**src/rtl/nios2_oci_trace_pkg.sv**
```systemverilog
// Shared definitions for the Nios II OCI DCT trace capture path:
// frame tags, capture state encoding and the frame packing helper.
package nios2_oci_trace_pkg;

  localparam logic [1:0] TAG_DATA  = 2'b00;
  localparam logic [1:0] TAG_END   = 2'b01;
  localparam int         MAX_FRM_W = 128;

  typedef enum logic [2:0] {
    RUN,
    MARK,
    ENDED_WAIT,
    DRAIN,
    DONE
  } trace_state_e;

  // Widths are passed in so one helper serves every parameterisation;
  // callers zero-extend count/buffer and keep the low FRM_W bits.
  function automatic logic [MAX_FRM_W-1:0] pack_frame(
    input logic [1:0]           tag,
    input logic [MAX_FRM_W-1:0] count,
    input logic [MAX_FRM_W-1:0] buffer,
    input int                   cnt_w,
    input int                   dct_w
  );
    logic [MAX_FRM_W-1:0] frame;
    frame = ({{(MAX_FRM_W-2){1'b0}}, tag} << (cnt_w + dct_w))
          | (count << dct_w)
          | buffer;
    return frame;
  endfunction

endpackage

```
**src/rtl/nios2_oci_trace_fifo.sv**
```systemverilog
// Synchronous first-word-fall-through FIFO; head entry is presented
// combinationally, occupancy is a registered 0..DEPTH level.
module nios2_oci_trace_fifo #(
  parameter  int WIDTH = 36,
  parameter  int DEPTH = 16,
  localparam int AW    = $clog2(DEPTH),
  localparam int LVL_W = AW + 1
) (
  input  logic             clk,
  input  logic             reset_n,
  input  logic             push,
  input  logic             pop,
  input  logic [WIDTH-1:0] wr_data,
  output logic [WIDTH-1:0] rd_data,
  output logic             full,
  output logic             empty,
  output logic [LVL_W-1:0] level
);

  logic [WIDTH-1:0] mem [DEPTH];
  logic [AW-1:0]    wr_ptr;
  logic [AW-1:0]    rd_ptr;
  logic             do_push;
  logic             do_pop;

  // A push into a full FIFO is accepted when the head leaves in the same cycle.
  assign do_pop  = pop && !empty;
  assign do_push = push && (!full || do_pop);
  assign full    = (level == LVL_W'(DEPTH));
  assign empty   = (level == '0);
  assign rd_data = mem[rd_ptr];

  always_ff @(posedge clk) begin
    if (do_push) mem[wr_ptr] <= wr_data;
  end

  always_ff @(posedge clk) begin
    if (!reset_n) begin
      wr_ptr <= '0;
      rd_ptr <= '0;
      level  <= '0;
    end else begin
      if (do_push) wr_ptr <= wr_ptr + 1'b1;
      if (do_pop)  rd_ptr <= rd_ptr + 1'b1;
      case ({do_push, do_pop})
        2'b10:   level <= level + 1'b1;
        2'b01:   level <= level - 1'b1;
        default: level <= level;
      endcase
    end
  end

endmodule

```
**src/rtl/nios2_oci_dct_trace_capture.sv**
```systemverilog
// DCT trace capture: frames DCT records into a FIFO, inserts an END marker
// on test end, drains, and reports done/overflow/drop status.
module nios2_oci_dct_trace_capture
  import nios2_oci_trace_pkg::*;
#(
  parameter  int DCT_W  = 30,
  parameter  int CNT_W  = 4,
  parameter  int DEPTH  = 16,
  parameter  int DROP_W = 8,
  localparam int FRM_W  = 2 + CNT_W + DCT_W,
  localparam int LVL_W  = $clog2(DEPTH) + 1
) (
  input  logic              clk,
  input  logic              reset_n,
  input  logic [DCT_W-1:0]  dct_buffer,
  input  logic [CNT_W-1:0]  dct_count,
  input  logic              dct_wr,
  input  logic              test_ending,
  input  logic              test_has_ended,
  output logic [FRM_W-1:0]  frm_data,
  output logic              frm_valid,
  input  logic              frm_ready,
  output logic [LVL_W-1:0]  fifo_level,
  output logic              overflow,
  output logic [DROP_W-1:0] drop_count,
  output logic              done
);

  trace_state_e         state;
  trace_state_e         state_next;
  logic                 te_q;
  logic                 wr_ok;
  logic                 data_req;
  logic                 end_req;
  logic                 drop;
  logic                 pop;
  logic                 full;
  logic                 empty;
  logic [FRM_W-1:0]     head_data;
  logic [MAX_FRM_W-1:0] push_packed;
  logic                 unused_packed_hi;

  assign wr_ok     = dct_wr && (dct_count != '0);
  assign frm_valid = !empty;
  assign pop       = frm_valid && frm_ready;
  assign frm_data  = empty ? '0 : head_data;
  assign done      = (state == DONE);

  // Captured data always goes ahead of the END marker; the marker waits for space rather than dropping.
  always_comb begin
    state_next = state;
    data_req   = 1'b0;
    end_req    = 1'b0;
    case (state)
      RUN: begin
        data_req = wr_ok;
        if ((test_ending && !te_q) || test_has_ended) state_next = MARK;
      end
      MARK: begin
        if (wr_ok) begin
          data_req = 1'b1;
        end else begin
          end_req = 1'b1;
          if (!full || pop) state_next = test_has_ended ? DRAIN : ENDED_WAIT;
        end
      end
      ENDED_WAIT: begin
        data_req = wr_ok;
        if (test_has_ended) state_next = DRAIN;
      end
      DRAIN: begin
        if (fifo_level == '0) state_next = DONE;
      end
      DONE: begin
        state_next = DONE;
      end
      default: state_next = RUN;
    endcase
  end

  assign drop = data_req && full && !pop;

  always_comb begin
    push_packed = pack_frame(end_req ? TAG_END : TAG_DATA,
                             end_req ? '0 : MAX_FRM_W'(dct_count),
                             end_req ? '0 : MAX_FRM_W'(dct_buffer),
                             CNT_W, DCT_W);
  end

  assign unused_packed_hi = ^push_packed[MAX_FRM_W-1:FRM_W];

  always_ff @(posedge clk) begin
    if (!reset_n) begin
      state      <= RUN;
      te_q       <= 1'b0;
      overflow   <= 1'b0;
      drop_count <= '0;
    end else begin
      state <= state_next;
      te_q  <= test_ending;
      if (drop) begin
        overflow <= 1'b1;
        if (drop_count != '1) drop_count <= drop_count + 1'b1;
      end
    end
  end

  nios2_oci_trace_fifo #(
    .WIDTH (FRM_W),
    .DEPTH (DEPTH)
  ) u_fifo (
    .clk     (clk),
    .reset_n (reset_n),
    .push    (data_req || end_req),
    .pop     (pop),
    .wr_data (push_packed[FRM_W-1:0]),
    .rd_data (head_data),
    .full    (full),
    .empty   (empty),
    .level   (fifo_level)
  );

endmodule
```
**config.mk**
```make
export PLATFORM = sky130hd
export DESIGN_NAME = nios2_oci_dct_trace_capture
export DESIGN_NICKNAME = d
export VERILOG_FILES = /design/src/rtl/nios2_oci_trace_pkg.sv /design/src/rtl/nios2_oci_trace_fifo.sv /design/src/rtl/nios2_oci_dct_trace_capture.sv
export SDC_FILE = /design/constraint.sdc
export NUM_CORES = 1
export LEC_CHECK = 0
export ABC_AREA = 1
export BUFFER_PORTS_ARGS = -buffer_cell sky130_fd_sc_hd__buf_2
export CAP_MARGIN = 20
export CORE_UTILIZATION = 35
export CTS_BUF_LIST = sky130_fd_sc_hd__clkbuf_16
export DETAILED_ROUTE_END_ITERATION = 6
export PLACE_DENSITY = 0.51
export SETUP_SLACK_MARGIN = 0.4
export SLEW_MARGIN = 20
export SYNTH_ARGS = -nofsm -noshare
export SYNTH_HDL_FRONTEND = slang
export SYNTH_SLANG_ARGS = --single-unit
```
**constraint.sdc**
```tcl
create_clock -name clk -period 4.31 [get_ports clk]
set_input_delay 1.0775 -clock clk [delete_from_list [all_inputs] [get_ports clk]]
set_output_delay 1.0775 -clock clk [all_outputs]
set_load 0.01 [all_outputs]
```
======== Word level (Yosys, flattened, before mapping) ========
Memory sizes are Yosys's and may differ from the RTL's. A register that Yosys moved wholly into a read port is not among the register bits.
Index checks and enable logic that the tools add are counted.
cells by class
  add/subtract/negate cells ............... 5
  eq/ne operators ......................... 13
  multiplexer cells ....................... 20
  bitwise operators ....................... 2
  reductions and logical operators ........ 22
operators with widths
  operator               number
  $mux W36               1
  $or A35 B30 Y35        1
  $or A35 B34 Y35        1
  $mux W30               1
  $mux W3                5
  $pmux W3 S5            1
  $mux W4                3
  $ne A2 B2 Y1 const B   5
  $pmux W5 S2            1
  $add A4 B1 Y4 const B  2
  $add A8 B1 Y8 const B  1
  $ne A8 B8 Y1 const B   1
  $logic_and A1 B1 Y1    7
  $mux W1                7
  $eq A3 B2 Y1 const B   2
  $add A5 B1 Y5 const B  1
  $eq A5 B5 Y1 const B   1
  $logic_not A5 Y1       1
  $reduce_and A5 Y1      1
  $sub A5 B1 Y5 const B  1
  $logic_not A1 Y1       4
  $logic_or A1 B1 Y1     4
  $reduce_bool A4 Y1     1
  $eq A3 B1 Y1 const B   1
  other kinds (8)        8
storage, ports and cells
  bits in registers ....................... 26
  RAM bits ................................ 560
  output and inout bits ................... 52
  logic and storage cells ................. 70
  memories kept ........................... 1
memories
  memory      depth  bits a word  rd ports  clocked after Yosys merged registers in  wr ports  RTL line                    RTL
  u_fifo.mem  16     35           1         1                                        1         nios2_oci_trace_fifo.sv:20  logic [WIDTH-1:0] mem [DEPTH];

======== Logic depth before layout (Yosys ltp) ========
  depth in word-level cells ............... 8
  depth in mapped cells ................... 17
  gate-level depth less buffers ........... 17

======== Cells and area by module ========
A second synthesis with hierarchy kept.
second synthesis, totals
  cells, all modules ...................... 2228
  area, all modules ....................... 26057.5 µm²
modules (own cells, without submodules)
  module                       instances  cells each  area an instance (µm²)
  nios2_oci_trace_fifo         1          1949        24382.1
  nios2_oci_dct_trace_capture  1          279         1675.4

======== Worst setup path after synthesis ========
OpenSTA, ideal clock, no wires.
  path type ............................... in2reg
  start ................................... input dct_count[3]
  end ..................................... memory u_fifo.mem[0][0] (netlist name) (enable)
  library setup time ...................... 427 ps
  arrival ................................. 3235 ps
  data required time ...................... 3883 ps
  setup slack ............................. 648 ps
  stages on the path ...................... 9
  path through ............................ nor2_1 nand2_1 nand2_1 nand2_1 nand2_1 nand2_2 inv_2 nand2_1 nor2_1
between the ends
  longest elaborated chain between the ends .. 8
ends and longest elaborated chain
  element                                        RTL line                            RTL
  start: declaration                             nios2_oci_dct_trace_capture.sv:16   input logic [CNT_W-1:0] dct_count,
  $reduce_bool A4 Y1 (*)                         nios2_oci_dct_trace_capture.sv:43   assign wr_ok = dct_wr && (dct_count != '0);
  $logic_and A1 B1 Y1 (*)                        nios2_oci_dct_trace_capture.sv:43
  $mux W1                                        nios2_oci_dct_trace_capture.sv:60   if (wr_ok) begin
  $pmux W1 S2 / $mux W1 (equally long branches)  nios2_oci_dct_trace_capture.sv:54   case (state)
  $logic_or A1 B1 Y1 (*)                         nios2_oci_dct_trace_capture.sv:114  .push (data_req || end_req),
  $logic_and A1 B1 Y1 (*)                        nios2_oci_trace_fifo.sv:28          assign do_push = push && (!full || do_pop);
  $mux W1 (*)                                    nios2_oci_trace_fifo.sv:34          if (do_push) mem[wr_ptr] <= wr_data;
  $mux W1 (implied by the code) (*)              nios2_oci_trace_fifo.sv:34
  end: declaration                               nios2_oci_trace_fifo.sv:20
Every way passes the cells marked *; elsewhere a longest branch is shown, timed or not.

==> results_dict.tcl <==
set metrics [dict create \
    cp.required_ps 3230 \
    register_area_um2 17400 \
    clkLatencyLatePin_ps 620 \
    synth.distinct_cells 28 \
    ys_ff_latch 590 \
    hold_violations 0 \
    synth_nets 2226 \
    grt_first_pass_wirelength_um 96700 \
    worstPathArrival_ps 2740 \
    power_density_nw_per_um2 586 \
    cap_violations 0 \
    htreeDepth 2 \
    drive_above_1_share_pct 12.3 \
    row_count 96 \
    rsz0062_at_grt "no" \
    drt_iter0_markers 1136 \
    fin_skew_ps 21.2 \
    reg2reg_to "u_fifo.mem[12][15]" \
    cts.sinks 590 \
    clk_pin_slew_ps 60 \
    ant_nets 0 \
    leakage_nw 10.5 \
    fmax_mhz 262 \
    synth_area_um2 24300 \
    cts_root_buf "clkbuf_16" \
    die_w_um 266 \
    ys.flop_type "edfxtp_1" \
    dp.final_hpwl_um 34800 \
    die_y_um 266 \
    path_class "reg -> out" \
    synth_edf_count 560 \
    initial_utilization_pct 35.4 \
    grt_usage_pct 18.0 \
    cts_tree "yes" \
    grt_max_degree 141 \
    ys_seq_area_share_pct 71.6 \
    io_buffers 90 \
    setup_viol 0 \
    multiInputGateArea_um2 6130 \
    dieArea_um2 70500 \
    rr_startpoint "state[0]" \
    antenna_found_initial 1 \
    nNetsFinal 2329 \
    cp_max_fo 72 \
    tightestPinTransition_ps 1100 \
    drt_first_pass_iters 5 \
    fin_crit_ps 3810 \
    period_share_pct 88.5 \
    vias 16200 \
    wire_per_inst_um 19.5 \
    slew_headroom_pct 26.3 \
    core_area_um2 68700 \
    avgSynthCellArea_um2 11.2 \
    synth_cells 2177 \
    routabilityCongestion 0.770 \
    cts_buffer_depth 3 \
    cts_hold_buf 0 \
    status "complete, no violations" \
    slew_viol_final 0 \
    route.detailed.drc 0 \
    hold_path_class "reg -> reg" \
    rr_worst_depth 9 \
    r2r_slack_ps 1670 \
    vias_per_cell 4.96 \
    min_from "u_fifo.rd_ptr[2]" \
    setup.worst_path.start_class "flip-flop" \
    grt_pass1_vias 15900 \
    vdd_ir_drop_max_mv 0.445 \
    cts_buffers 60 \
    async_reset_ff_share_pct 0 \
    num-fill-cells 6626 \
    routed_wirelength_um 63400 \
    grt_overflow_total 0 \
    syn_to_final_growth_pct 15.2 \
    crit_path_end_kind "primary output" \
    n_antenna_cell 0 \
    fin_tns_setup_ps 0 \
    yosys_warnings 0 \
    io_pins 92 \
    fin_total_pwr_w 0.0164 \
    hold-path-cell-count 2 \
]
cells by family (layout without fill, tap and decap cells):
logic type,count (synthesis),after routing,share of synthesized area [%]
AOI/OAI and AO/OA,63,63,1.34
xor gates and xnor gates,5,5,0.180
adders and majority gates,9,9,0.463
buffers and inverters,198,348,3.73
DFF,590,590,71.6
other,1,1,0.0154
and+or+nand+nor,1311,1311,22.7
critical path: stages (launching register included):
cell and delay, ps:
dfxtp_4 460, inv_12 310, buf_12 300, nand2_1 90
nand3_1 110, nand3_1 80, nand2_1 90, nand2_1 80
a21oi_1 320, buf_2 190
cells in the mapped netlist, types with 8 or more instances:
library cell | count | share of area (%)
nand2_1 | 773 | 12
edfxtp_1 | 560 | 69
nand3_1 | 436 | 9.0
nor2_1 | 86 | 1.3
inv_1 | 67 | 1.0
buf_2 | 50 | 1.0
a21oi_1 | 48 | 0.99
clkbuf_1 | 31 | 0.48
dfxtp_1 | 30 | 2.5
buf_4 | 23 | 0.71
buf_1 | 17 | 0.26
o21ai_0 | 11 | 0.23
ha_1 | 9 | 0.46
nand4_1 | 8 | 0.21
layout make-up:
| cell class | count | area share (%) |
|---|---|---|
| Multi-Input combinational cell | 1389 | 21.9 |
| Inverter | 75 | 1.07 |
| Timing Repair Buffer | 164 | 4.23 |
| Clock inverter | 48 | 0.987 |
| Sequential cell | 590 | 62.2 |
| Tap cell | 931 | 4.16 |
| Clock buffer | 61 | 5.45 |
sequential cells by signal (all words and copies together) (netlist names), named ones only:
| signal | flops |
|---|---|
| drop_count | 8 |
| overflow | 1 |
| state | 3 |
| te_q | 1 |
| u_fifo.level | 5 |
| u_fifo.mem | 560 |
| u_fifo.rd_ptr | 4 |
| u_fifo.wr_ptr | 4 |
through the flow:
step / cells / hold slack, ps / utilization, % / worst slack [ps] / instance area [µm²]
after floorplan: 2177 / 446 / - / 648 / 24300
after global placement: 3147 / 458 / 38.0 / 845 / 26100
after detailed placement: 3147 / 462 / 38.0 / 884 / 26100
after CTS: 3257 / 478 / 40.7 / 403 / 28000
after global routing: 3258 / 532 / 40.8 / 381 / 28000
final: 3258 / 476 / 40.8 / 497 / 28000
placed cells by master, fill, tap and decap left out, types with 16 or more instances in the layout:
cell type	Yosys	layout
nor2_4	0	16
nand2_1	773	773
inv_1	67	78
edfxtp_1	560	560
clkbuf_16	0	62
a21oi_1	48	48
nand3_1	436	436
nor2_1	86	66
buf_2	50	90
clkinv_2	0	18
buf_4	23	59
dfxtp_1	30	26
routing by layer:
| layer | GRT usage [%] | wire length, µm | up-vias |
|---|---|---|---|
| met5 | 0 | 0 | - |
| met4 | 5.65 | 1820 | 0 |
| met3 | 2.66 | 3000 | 96 |
| met2 | 29.9 | 30600 | 399 |
| met1 | 24.2 | 28000 | 7973 |
| li1 | - | - | 7701 |
where the power goes:
group          internal, W  leakage (nW)  switching [W]
sequential         0.00682          5.33       0.000148
clock              0.00267         0.936        0.00216
combinational      0.00137          4.24        0.00325
what timing repair did:
action,4_1_cts,5_1_grt
endpoints found under the hold margin,0,0
gates cloned,1,0
gates resized for setup,4,4
buffers inserted,0,1
setup endpoints to repair,21,29
worst max path at each step:
stage	endpoint	slack, ps	cells after the start
after global placement	u_fifo.mem[12][14]	840	11
after global routing	frm_data[13]	380	9
after floorplan	u_fifo.mem[0][0]	650	9
after detailed placement	u_fifo.mem[12][15]	880	11
final	frm_data[13]	500	9
after CTS	frm_data[23]	400	9
No activity file was read; power rests on OpenSTA's default activity.
